===== src/rtl/wb_port_arbiter.sv =====
// rtl/wb_port_arbiter.sv - four-source writeback arbiter for the single register-file write port
module wb_port_arbiter #(
  parameter int DATA_W    = 32,
  parameter int ADDR_W    = 5,
  parameter int PRIO_MODE = 0
) (
  input  logic                clk,
  input  logic                rst_n,
  input  logic [3:0]          req_valid,
  input  logic [4*ADDR_W-1:0] req_addr,
  input  logic [4*DATA_W-1:0] req_data,
  output logic [3:0]          req_ready,
  input  logic                stall,
  output logic                rf_we,
  output logic [ADDR_W-1:0]   rf_waddr,
  output logic [DATA_W-1:0]   rf_wdata,
  output logic [1:0]          wb_sel,
  output logic                conflict
);

  logic [1:0]        rr_ptr;
  logic [1:0]        win;
  logic              found;
  logic              take;
  logic [1:0]        idx;
  logic [1:0]        base;
  logic [ADDR_W-1:0] win_addr;
  logic [DATA_W-1:0] win_data;
  logic              multi;

  // Scan starts at rr_ptr in round-robin mode, at source 0 in fixed mode.
  assign base = (PRIO_MODE != 0) ? 2'd0 : rr_ptr;

  always_comb begin
    win   = 2'd0;
    found = 1'b0;
    idx   = 2'd0;
    for (int k = 0; k < 4; k++) begin
      idx = base + 2'(k);
      if (!found && req_valid[idx]) begin
        found = 1'b1;
        win   = idx;
      end
    end
  end

  assign take      = found && !stall && rst_n;
  assign req_ready = take ? (4'b0001 << win) : 4'b0000;
  assign win_addr  = req_addr[win*ADDR_W +: ADDR_W];
  assign win_data  = req_data[win*DATA_W +: DATA_W];
  assign multi     = (req_valid & (req_valid - 4'd1)) != 4'd0;

  always_ff @(posedge clk or negedge rst_n) begin
    if (!rst_n) begin
      rf_we    <= 1'b0;
      rf_waddr <= '0;
      rf_wdata <= '0;
      wb_sel   <= 2'b00;
      conflict <= 1'b0;
      rr_ptr   <= 2'd0;
    end else begin
      conflict <= multi && !stall;
      if (take) begin
        // Writes to $0 are acknowledged to the source but never reach the file.
        rf_we    <= (win_addr != '0);
        rf_waddr <= win_addr;
        rf_wdata <= win_data;
        wb_sel   <= win;
        rr_ptr   <= win + 2'd1;
      end else begin
        rf_we <= 1'b0;
      end
    end
  end

endmodule

===== config.mk =====
export PLATFORM = sky130hd
export DESIGN_NAME = wb_port_arbiter
export DESIGN_NICKNAME = d
export VERILOG_FILES = /design/src/rtl/wb_port_arbiter.sv
export SDC_FILE = /design/constraint.sdc
export NUM_CORES = 1
export LEC_CHECK = 0
export ABC_AREA = 1
export BUFFER_PORTS_ARGS = -buffer_cell sky130_fd_sc_hd__buf_2
export CAP_MARGIN = 10
export CORE_ASPECT_RATIO = 1.2
export CORE_MARGIN = 8
export CORE_UTILIZATION = 40
export DETAILED_ROUTE_END_ITERATION = 10
export PLACE_DENSITY = 0.82
export SLEW_MARGIN = 10
export SYNTH_ARGS = -nofsm -noshare
export SYNTH_HDL_FRONTEND = slang
export SYNTH_SLANG_ARGS = --single-unit

===== constraint.sdc =====
create_clock -name clk -period 4.9 [get_ports clk]
set_clock_uncertainty 0.1 [all_clocks]
set_input_delay 0.49 -clock clk [delete_from_list [all_inputs] [get_ports clk]]
set_output_delay 0.49 -clock clk [all_outputs]
set_load 0.005 [all_outputs]

* Yosys cells after proc, flatten, opt, wreduce, memory -nomap -nowiden
Cells that the tools add are included.
** Word-level totals
- Flip-flop bits (word level) :: 43
- Bits in latches :: 0
- Bits in writable memories :: 0
- ROM bits :: 0
- Bits of input ports :: 155
- Output and inout bits :: 45
- Word-level logic and storage cells :: 50
- Memories :: 0
** Operators by class
- $add $sub $neg :: 5
- Multiply operators :: 1
- Div/mod/pow operators :: 0
- Order comparisons :: 4
- Equal/unequal tests :: 0
- Shift operators :: 3
- Muxes and demuxes :: 18
- Bitwise logic cells :: 1
- Reductions and logical operators :: 12
** Operator list (number)
- $shiftx 128x8->32 :: 1
- $shiftx 20x6->5 :: 1
- $lt 2x3->1 const B :: 4
- $mux 1 :: 9
- $bmux 1 s2 :: 4
- $mux 2 :: 4
- $logic_and 1x1->1 :: 6
- $mul 2x3->5 const B :: 1
- $reduce_bool 5->1 :: 1
- $add 2x1->2 const B :: 2
- $add 2x2->2 const B :: 2
- $and 4x4->4 :: 1
- $logic_not 1->1 :: 4
- $mux 4 :: 1
- $reduce_bool 4->1 :: 1
- $shl 1x2->4 const A :: 1
- $sub 4x1->4 const B :: 1

* Longest topological paths before layout
Gate-level depths: netlist of run 1.
- Depth in word-level cells :: 16
- Gate-level depth with buffers :: 18
- Mapped depth without buffers :: 16

* Least setup slack after synthesis of run 1
OpenSTA, ideal clock, no wires.
- Path kind :: input-to-output
- Start :: in req_valid[1]
- End :: out req_ready[1]
- Arrival :: 1.825 ns
- Data required time :: 4.310 ns
- Slack :: 2.485 ns
- Cell stages on the path :: 13
- Path buffers :: 2
- Cell sequence :: inv_1 > nand2_1 > nand3_1 > nand2_2 > nor2_4 > nand3_4 > nand3_2 > inv_2 > buf_4 > buf_6 > ha_1 > inv_1 > nor2_1
** On the way
- Elaborated cells between the ends (all ways) :: 26
- Classes of those cells :: shift: 1; mux: 17; reduce/logical: 8
** RTL lines
- from (decl) :: RTL line 9 : input logic [3:0] req_valid,
- $bmux 1 s2 :: RTL line 40 : if (!found && req_valid[idx]) begin
- $mux 1 (not written as such) :: RTL line 40
- $mux 1 :: RTL line 40
- $logic_not 1->1 :: RTL line 40
- $logic_and 1x1->1 :: RTL line 40
- $mux 1 :: RTL line 40
- $logic_not 1->1 :: RTL line 40
- $logic_and 1x1->1 :: RTL line 40
- $mux 1 :: RTL line 40
- $logic_not 1->1 :: RTL line 40
- $logic_and 1x1->1 :: RTL line 40
- $mux 2 * :: RTL line 40
- net win[0] :: RTL line 22 : logic [1:0] win;
- $shl 1x2->4 * :: RTL line 48 : assign req_ready = take ? (4'b0001 << win) : 4'b0000;
- $mux 4 * :: RTL line 48
- to (decl) :: RTL line 12 : output logic [3:0] req_ready,
Mark *: on every way through the listed nets, which the timed path passes. The rest lies on a longest branch. The select of a mux whose other input is x is not followed.

* Worst setup path in the final report of run 1
- Start :: reg rr_ptr[0], in the netlist base[0]
- End :: out req_ready[1]
** On the way
- Word-level cells in the longest chain between the ends :: 15
- Elaborated cells between the ends (all ways) :: 29
- Classes of those cells :: add/sub: 3; shift: 1; mux: 17; reduce/logical: 8
** RTL lines
- from (decl) :: RTL line 21 : logic [1:0] rr_ptr;
- from (signal assigned) :: RTL line 69 : rr_ptr <= win + 2'd1;
- branches (longest 14 deep; another with $add 2x1->2)
- $mux 4 * :: RTL line 48
Mark *: on every way between the ends. The select of a mux whose other input is x is not followed.

==> out/results.md, run 1 <==
• 0.744 ns — Least-Margin Pin Slew
• 3881 — vias in the first global route
• 4.31 ns — WP data required
• 40.9% — initial core utilization
• 5.09 — Via density
• 155 — Detailed Route Iter0 Violations
• 0.514 mV — Max VDD drop
• 0.08 ns — clock slew at the register clock pins of the worst setup and hold paths
• 0.00165 W — switching power total
• yes — clock tree from TritonCTS
• 28 — CP Max Fanout
• 6.89 um^2 — synthesized area divided by synthesized cell count
• 0 — quantity of hold-fixing buffers added after cts
• 27 — count of distinct cell types in the synthesized netlist
• 0.913 — placer's final routability congestion estimate
• 0 — Hold Fails Final Rpt
• 19.3% — aggregate global-route resource usage
• sky130_fd_sc_hd__buf_2 (199), sky130_fd_sc_hd__nand2_1 (113), sky130_fd_sc_hd__nor2_1 (56), sky130_fd_sc_hd__dfrtp_1 (43), sky130_fd_sc_hd__o21ai_0 (42) — top library cells by usage in the layout, fill and taps aside
• 43 — post-synthesis sequential element count
• 0 — Pins Over Slew Limit
• 96.6 um — DIE WIDTH
• 0.00762 mm^2 — placeable core region
• 2 — maximum buffer depth of the clock tree
• sky130_fd_sc_hd__buf_2 — most common cell after layout, fill and taps aside
• base[0] — worst setup path startpoint
• 274 MHz — fmax
• 0.00308 W — post-layout total power
• 1 — number of antenna violations at the first check in global routing
• 0 — diodes inserted
• 0 — Final setup violation count
• 0.00169 mm^2 — area of the multi-input gates
• 33.9% — synthesis-to-finish area growth
• 0.167 ns — worst hold slack across all endpoints
• sky130_fd_sc_hd__clkbuf_8 — cell chosen for the clock root
• 737 mW/mm^2 — total power divided by cell area
• 793 — number of nets in the layout
• 4 — router iterations before antenna repair
• 38.5% — layout cell share with drive strength beyond 1
• 2.30 nW — Lkg Pwr
• 3.06 ns — Arr. time, crit path
• 17900 um — first-pass GRT wire length
• 199 — IO Port Bufs
• 20.8% — Reg power frac
• 0.00142 W — Int Power
• 0.0109 mm^2 — Die Outline Area
• 74.5% — Final Cycle Share
• 0 — Post-route DRC
• 3.65 ns — clock period minus final worst setup slack
• 8470 um — half-perimeter wire length of the detailed placement result
• 612 — Net Count, Synth
• 14.9 um — average wire per cell in the routed design
• register — element type at the critical path start
• false — RSZ-0062 raised after global routing
• output port — CP endpoint kind
• 113 um — die height
• in -> async — Tightest Hold Check Type
• 724 — Layout fillers
• 0 — number of nets with antenna violations after routing
• finished, final reports clean — outcome
• 0 — sum of overflow across all layers after global routing
• 0 ns — Fin Setup TNS
• reg -> out — critical path class
• 200 — I/O pin count
• 1.50 ns — worst setup timing slack at the placement stage
• base[0] — Reg2Reg Launch Point
• 5 — cts bufs inserted
• 0 — Yosys warning total
• 7.3% — clock network power share
• 71.9% — proportion of power drawn by combinational gates
• 0.28 ns — worst skew pair latency
• 51 — largest net degree at the start of global routing
• 3697 — overall via count from detail_route
• 726 — post-route non-filler standard cell count
• 0.00312 mm^2 — area of the mapped netlist
• 35 — # rows
• 0.00108 mm^2 — sequential cell area
• 1.25 ns — Worst Setup Slack, final
• 53.8% — Net Sw Frac
• 43 — Sinks on Clock Net
• 719 — placed insts
• 2 — # H-tree levels
• 34.5% — part of the Yosys area used for sequential elements
• 0 — number of gates resized after cts
• 10800 um — routed wire length
• 0 — max-cap viol count
• 50.2% — headroom to the max-slew limit
• 0 — number of post-CTS setup repair buffers
• 453 — number of instances in the synthesized netlist
==> cell usage after synthesis <==
| cell type | number | area share, % |
|---|---|---|
| sky130_fd_sc_hd__buf_4 | 2 | 0.48 |
| sky130_fd_sc_hd__a31oi_1 | 13 | 2.6 |
| sky130_fd_sc_hd__nor2_1 | 56 | 6.7 |
| sky130_fd_sc_hd__nand3_2 | 2 | 0.64 |
| sky130_fd_sc_hd__o211ai_1 | 23 | 5.5 |
| sky130_fd_sc_hd__o21bai_1 | 1 | 0.24 |
| sky130_fd_sc_hd__o21ai_1 | 12 | 1.9 |
| sky130_fd_sc_hd__dfrtp_1 | 43 | 34 |
| sky130_fd_sc_hd__inv_1 | 41 | 4.9 |
| sky130_fd_sc_hd__or2_2 | 15 | 3.0 |
| sky130_fd_sc_hd__clkinv_2 | 1 | 0.16 |
| sky130_fd_sc_hd__ha_1 | 4 | 1.6 |
| sky130_fd_sc_hd__o221ai_1 | 15 | 4.2 |
| sky130_fd_sc_hd__inv_2 | 5 | 0.60 |
| sky130_fd_sc_hd__nand3_1 | 19 | 3.0 |
| sky130_fd_sc_hd__buf_2 | 14 | 2.2 |
| sky130_fd_sc_hd__nor2_2 | 1 | 0.20 |
| sky130_fd_sc_hd__nor2_4 | 1 | 0.36 |
| sky130_fd_sc_hd__nand2_1 | 113 | 14 |
| sky130_fd_sc_hd__or2_0 | 2 | 0.40 |
| sky130_fd_sc_hd__o21ai_0 | 42 | 6.7 |
| sky130_fd_sc_hd__clkbuf_1 | 8 | 0.96 |
| sky130_fd_sc_hd__inv_6 | 1 | 0.28 |
| sky130_fd_sc_hd__buf_6 | 5 | 1.8 |
| sky130_fd_sc_hd__nand4_1 | 6 | 1.2 |
| sky130_fd_sc_hd__nand2_2 | 7 | 1.4 |
| sky130_fd_sc_hd__nand3_4 | 1 | 0.56 |
==> state kept, by name (all words and copies together) (netlist names) <==
name	flops
rf_wdata	32
rf_waddr	5
base	2
wb_sel	2
conflict	1
rf_we	1
==> power by group through the flow <==
| stage | combinational (W) | sequential [W] | clock (W) |
|---|---|---|---|
| floorplan | 0.00173 | 0.000636 | 0 |
| global placement | 0.00215 | 0.000635 | 0 |
| detailed placement | 0.00223 | 0.000640 | 0 |
| CTS | 0.00223 | 0.000637 | 0.000232 |
| global route | 0.00252 | 0.000662 | 0.000250 |
| finish | 0.00221 | 0.000639 | 0.000225 |
==> final timing paths <==
path	depth (start not counted)	slack, ns	to
setup / recovery	14	1.25	req_ready[1]
hold / removal	2	0.17	rf_wdata[17]
setup reg to reg	17	1.54	rf_we
hold reg to reg	2	0.39	rf_waddr[2]
max in group asynchronous	2	4.14	rf_wdata[16]
min in group clk	4	0.35	conflict
==> worst max-delay path, stage by stage, from the launching register on <==
cell and delay (ns):
sky130_fd_sc_hd__dfrtp_1 0.62, sky130_fd_sc_hd__inv_6 0.10, sky130_fd_sc_hd__nand2_1 0.08, sky130_fd_sc_hd__nand2_1 0.08, sky130_fd_sc_hd__nand2_1 0.09, sky130_fd_sc_hd__nand2_1 0.05
sky130_fd_sc_hd__nand2_1 0.08, sky130_fd_sc_hd__nand2_1 0.07, sky130_fd_sc_hd__nand2_2 0.12, sky130_fd_sc_hd__nand3_2 0.41, sky130_fd_sc_hd__inv_2 0.58, sky130_fd_sc_hd__ha_1 0.23
sky130_fd_sc_hd__inv_1 0.04, sky130_fd_sc_hd__nor2_1 0.08, sky130_fd_sc_hd__buf_2 0.13
==> metrics by stage <==
step / area, um^2 / util, %
finish: 4180 / 54.8
global route: 4180 / 54.8
CTS: 4180 / 54.8
detailed placement: 4090 / 53.7
global placement: 4090 / 53.7
floorplan: 3120 / -
==> layout make-up <==
class / instances / share of cell area (%)
Multi-Input combinational cell: 333 / 40.4
Sequential cell: 43 / 25.8
Timing Repair Buffer: 203 / 24.6
Inverter: 48 / 4.46
Tap cell: 92 / 2.76
Clock buffer: 6 / 1.98
Clock inverter: 1 / 0.120
==> per-layer routing <==
metal | part of all wire, % | vias up | global-route usage (%)
met5 | 0.11 | - | 0
met4 | 1.9 | 2 | 5.34
met3 | 8.4 | 23 | 6.70
met2 | 51 | 170 | 34.9
met1 | 39 | 1647 | 20.6
li1 | - | 1855 | -
==> logic make-up after synthesis <==
| kind of cell | after synthesis | share of synthesized area (%) |
|---|---|---|
| buffers and inverters | 77 | 11.5 |
| adders and majority gates | 4 | 1.60 |
| and+or+nand+nor | 223 | 31.2 |
| DFF | 43 | 34.5 |
| AOI/OAI and AO/OA | 106 | 21.3 |
(Power assumes the default switching activity.)
==> run 2, diff against run 1 <==
- ABC_AREA: 1 -> 0
- CORE_UTILIZATION: 40 -> 39
- PLACE_DENSITY: 0.82 -> 0.84
- clock period: 4.9 -> 3 ns (I/O delays scaled with it)
==> run 2 against run 1 <==
Critical path type unchanged. Global-route usage down 2.8 points. Worst setup slack worse by 0.89 ns. First-iteration DRC count down 53%. Design area down 0.51%. Sequential share of layout area up 0.13 points. Sequential power up 27%. Core utilization down 0.59 points. Die area up 0.88%. Count of clock-buffer cells in the layout up 2. Register-to-register slack worse by 0.89 ns. Critical path depth down 7.
==> out/results.md, run 2 <==
• 40.1% — initial core utilization
• 0 — max-cap viol count
• 35 — # rows
• 54.2% — Core Util, Final
• rf_we — capture instance of the worst register-to-register path
• sky130_fd_sc_hd__clkbuf_8 — cell chosen for the clock root
• 16.4% — aggregate global-route resource usage
• 43 — Sinks on Clock Net
• 0 — Hold Fails Final Rpt
• 2.24 ns — Arr. time, crit path
• 35.0% — part of the Yosys area used for sequential elements
• sky130_fd_sc_hd__mux2i_1 — most common cell in the synthesized netlist
• 9520 um — routed wire length
• yes — clock tree from TritonCTS
• sky130_fd_sc_hd__dfrtp_1 — post-synthesis cell type with the largest combined area
• 2.27 nW — Lkg Pwr
• sky130_fd_sc_hd__buf_2 (199), sky130_fd_sc_hd__mux2i_1 (71), sky130_fd_sc_hd__nand2_1 (44), sky130_fd_sc_hd__dfrtp_1 (43), sky130_fd_sc_hd__o21ai_1 (34) — top library cells by usage in the layout, fill and taps aside
• 4 — router iterations before antenna repair
• 0.00177 mm^2 — area of the multi-input gates
• 0.00235 W — post-layout total power
• 2.60 ns — WP data required
• 48.2% — proportion of power drawn by combinational gates
• 0.728 — placer's final routability congestion estimate
• 34.8% — Net Sw Frac
• 2 — maximum buffer depth of the clock tree
• 564 mW/mm^2 — total power divided by cell area
• req_ready[1] — CP endpoint
• sky130_fd_sc_hd__mux2i_1 (71), sky130_fd_sc_hd__nand2_1 (44), sky130_fd_sc_hd__dfrtp_1 (43) — Commonest cells post-synth
• 200 — I/O pin count
• 0.00766 mm^2 — placeable core region
• 5 — cts bufs inserted
• rf_wdata — register with the most flip-flops
• 7 — FF-to-FF path depth
• 20 — CP Max Fanout
• 378 MHz — fmax
• stall — hold wc startpoint
• 0 — Post-route DRC
• 88.1% — Final Cycle Share
• 718 — Layout fillers
• 73 — Detailed Route Iter0 Violations
• 0 ns — Fin Setup TNS
• register — element type at the critical path start
• sky130_fd_sc_hd__dfrtp_1 (35%), sky130_fd_sc_hd__mux2i_1 (23%), sky130_fd_sc_hd__mux2_2 (9.5%) — cell types with the largest area share after synthesis
• 44 — largest net degree at the start of global routing
• 0.0835 ns — worst hold slack across all endpoints
• 35.0% — top-area cell type share of the netlist area
• 0 — sum of overflow across all layers after global routing
• 0.0110 mm^2 — Die Outline Area
• 3214 — vias in the first global route
• 0 — Final setup violation count
• 97.0 um — DIE WIDTH
• 2928 — overall via count from detail_route
• 0.65 ns — worst-case register-to-register setup slack
• sky130_fd_sc_hd__buf_2 — most common cell after layout, fill and taps aside
• 35.2% — synthesis-to-finish area growth
• 16.3 um — average wire per cell in the routed design
• output port — CP endpoint kind
• 0.390 mV — Max VDD drop
• 298 — number of instances in the synthesized netlist
• 199 — IO Port Bufs
• 2.64 ns — clock period minus final worst setup slack
• 0 — count of flip-flops with a built-in enable after synthesis
• false — RSZ-0062 raised after global routing
• 1 — quantity of hold-fixing buffers added after cts
• base[1] — worst setup path startpoint
• 0 — Yosys warning total
• 0.08 ns — clock slew at the register clock pins of the worst setup and hold paths
• 457 — Net Count, Synth
• 0 — diodes inserted
• finished, final reports clean — outcome
• 5.02 — Via density
• 34.7% — Reg power frac
• 43 — post-synthesis sequential element count
• 17.1% — clock network power share
• base[1] — Reg2Reg Launch Point
• 0 — Pins Over Slew Limit
• 0.00108 mm^2 — sequential cell area
• 0 — number of antenna violations at the first check in global routing
• 0.28 ns — worst skew pair latency
• 63.1% — headroom to the max-slew limit
• 0 — number of gates resized after cts
• 0 — number of nets with antenna violations after routing
• 0.553 ns — Least-Margin Pin Slew
• 32 — Largest register FFs
• sky130_fd_sc_hd__dfrtp_1 — Top FF cell, synth
• 15200 um — first-pass GRT wire length
• 649 — number of nets in the layout
• 113 um — die height
• in -> reg — Tightest Hold Check Type
• 0.00307 mm^2 — area of the mapped netlist
• 0.000815 W — switching power total
• 10.3 um^2 — synthesized area divided by synthesized cell count
• 50.7% — layout cell share with drive strength beyond 1
• rf_wdata (32), rf_waddr (5) — registers with the most flip-flops
• 0 — number of post-CTS setup repair buffers
• 0.00153 W — Int Power
• 38 — count of distinct cell types in the synthesized netlist
• 2 — # H-tree levels
• 7880 um — half-perimeter wire length of the detailed placement result
• reg -> out — critical path class
• 100% — share of synthesized registers carrying an async set or reset
==> run 2: layout make-up <==
type	instances	share of cell area, %
Multi-Input combinational cell	230	42.6
Sequential cell	43	25.9
Inverter	4	0.422
Tap cell	92	2.77
Clock buffer	8	2.41
Timing Repair Buffer	206	25.9
==> run 2: power by group through the flow <==
stage / Sequential, W / Clock, W / Combinational (W)
floorplan: 0.000835 / 0 / 0.000796
global route: 0.000834 / 0.000441 / 0.00125
finish: 0.000813 / 0.000401 / 0.00113
global placement: 0.000816 / 0 / 0.00111
detailed placement: 0.000825 / 0 / 0.00115
CTS: 0.000814 / 0.000427 / 0.00115
==> run 2: stage by stage <==
stage | instance area (um^2) | setup WS (ns) | cells
after floorplan | 3070 | 1.09 | 298
after global placement | 4050 | 0.771 | 574
after detailed placement | 4050 | 0.623 | 574
after CTS | 4160 | 0.306 | 583
after global routing | 4160 | 0.220 | 583
final | 4160 | 0.356 | 583
==> run 2: per-layer routing <==
layer	vias to the layer above	GRT usage, %	share of wire [%]
met1	1348	17.2	39
met5	-	0	0
li1	1447	-	-
met2	123	30.5	52
met4	0	4.01	1.2
met3	10	5.61	7.2
==> run 2: worst max-delay path, stage by stage, from the launching register on <==
cell                      delay [ns]
sky130_fd_sc_hd__dfrtp_1        0.44
sky130_fd_sc_hd__inv_1          0.09
sky130_fd_sc_hd__a21oi_1        0.16
sky130_fd_sc_hd__and4_2         0.59
sky130_fd_sc_hd__inv_2          0.20
sky130_fd_sc_hd__ha_1           0.22
sky130_fd_sc_hd__and2_1         0.13
sky130_fd_sc_hd__buf_2          0.12
==> run 2: how the worst min path moves through the flow <==
stage	endpoint	slack (ns)	depth (start not counted)
6_report	conflict	0.08	2
3_5_place_dp	rf_wdata[9]	0.23	1
5_1_grt	conflict	0.07	2
3_3_place_gp	conflict	0.21	1
4_1_cts	conflict	0.06	2
2_1_floorplan	base[0]	-0.1	0
==> run 2: logic make-up (layout without fill, tap and decap cells) <==
logic type | after synthesis | count (layout) | synth area share, %
fa+ha+maj | 4 | 4 | 1.63
flops | 43 | 43 | 35.0
buf+inv | 25 | 218 | 7.41
simple gates | 66 | 66 | 9.85
compound gates | 54 | 54 | 10.1
mux | 106 | 106 | 36.0
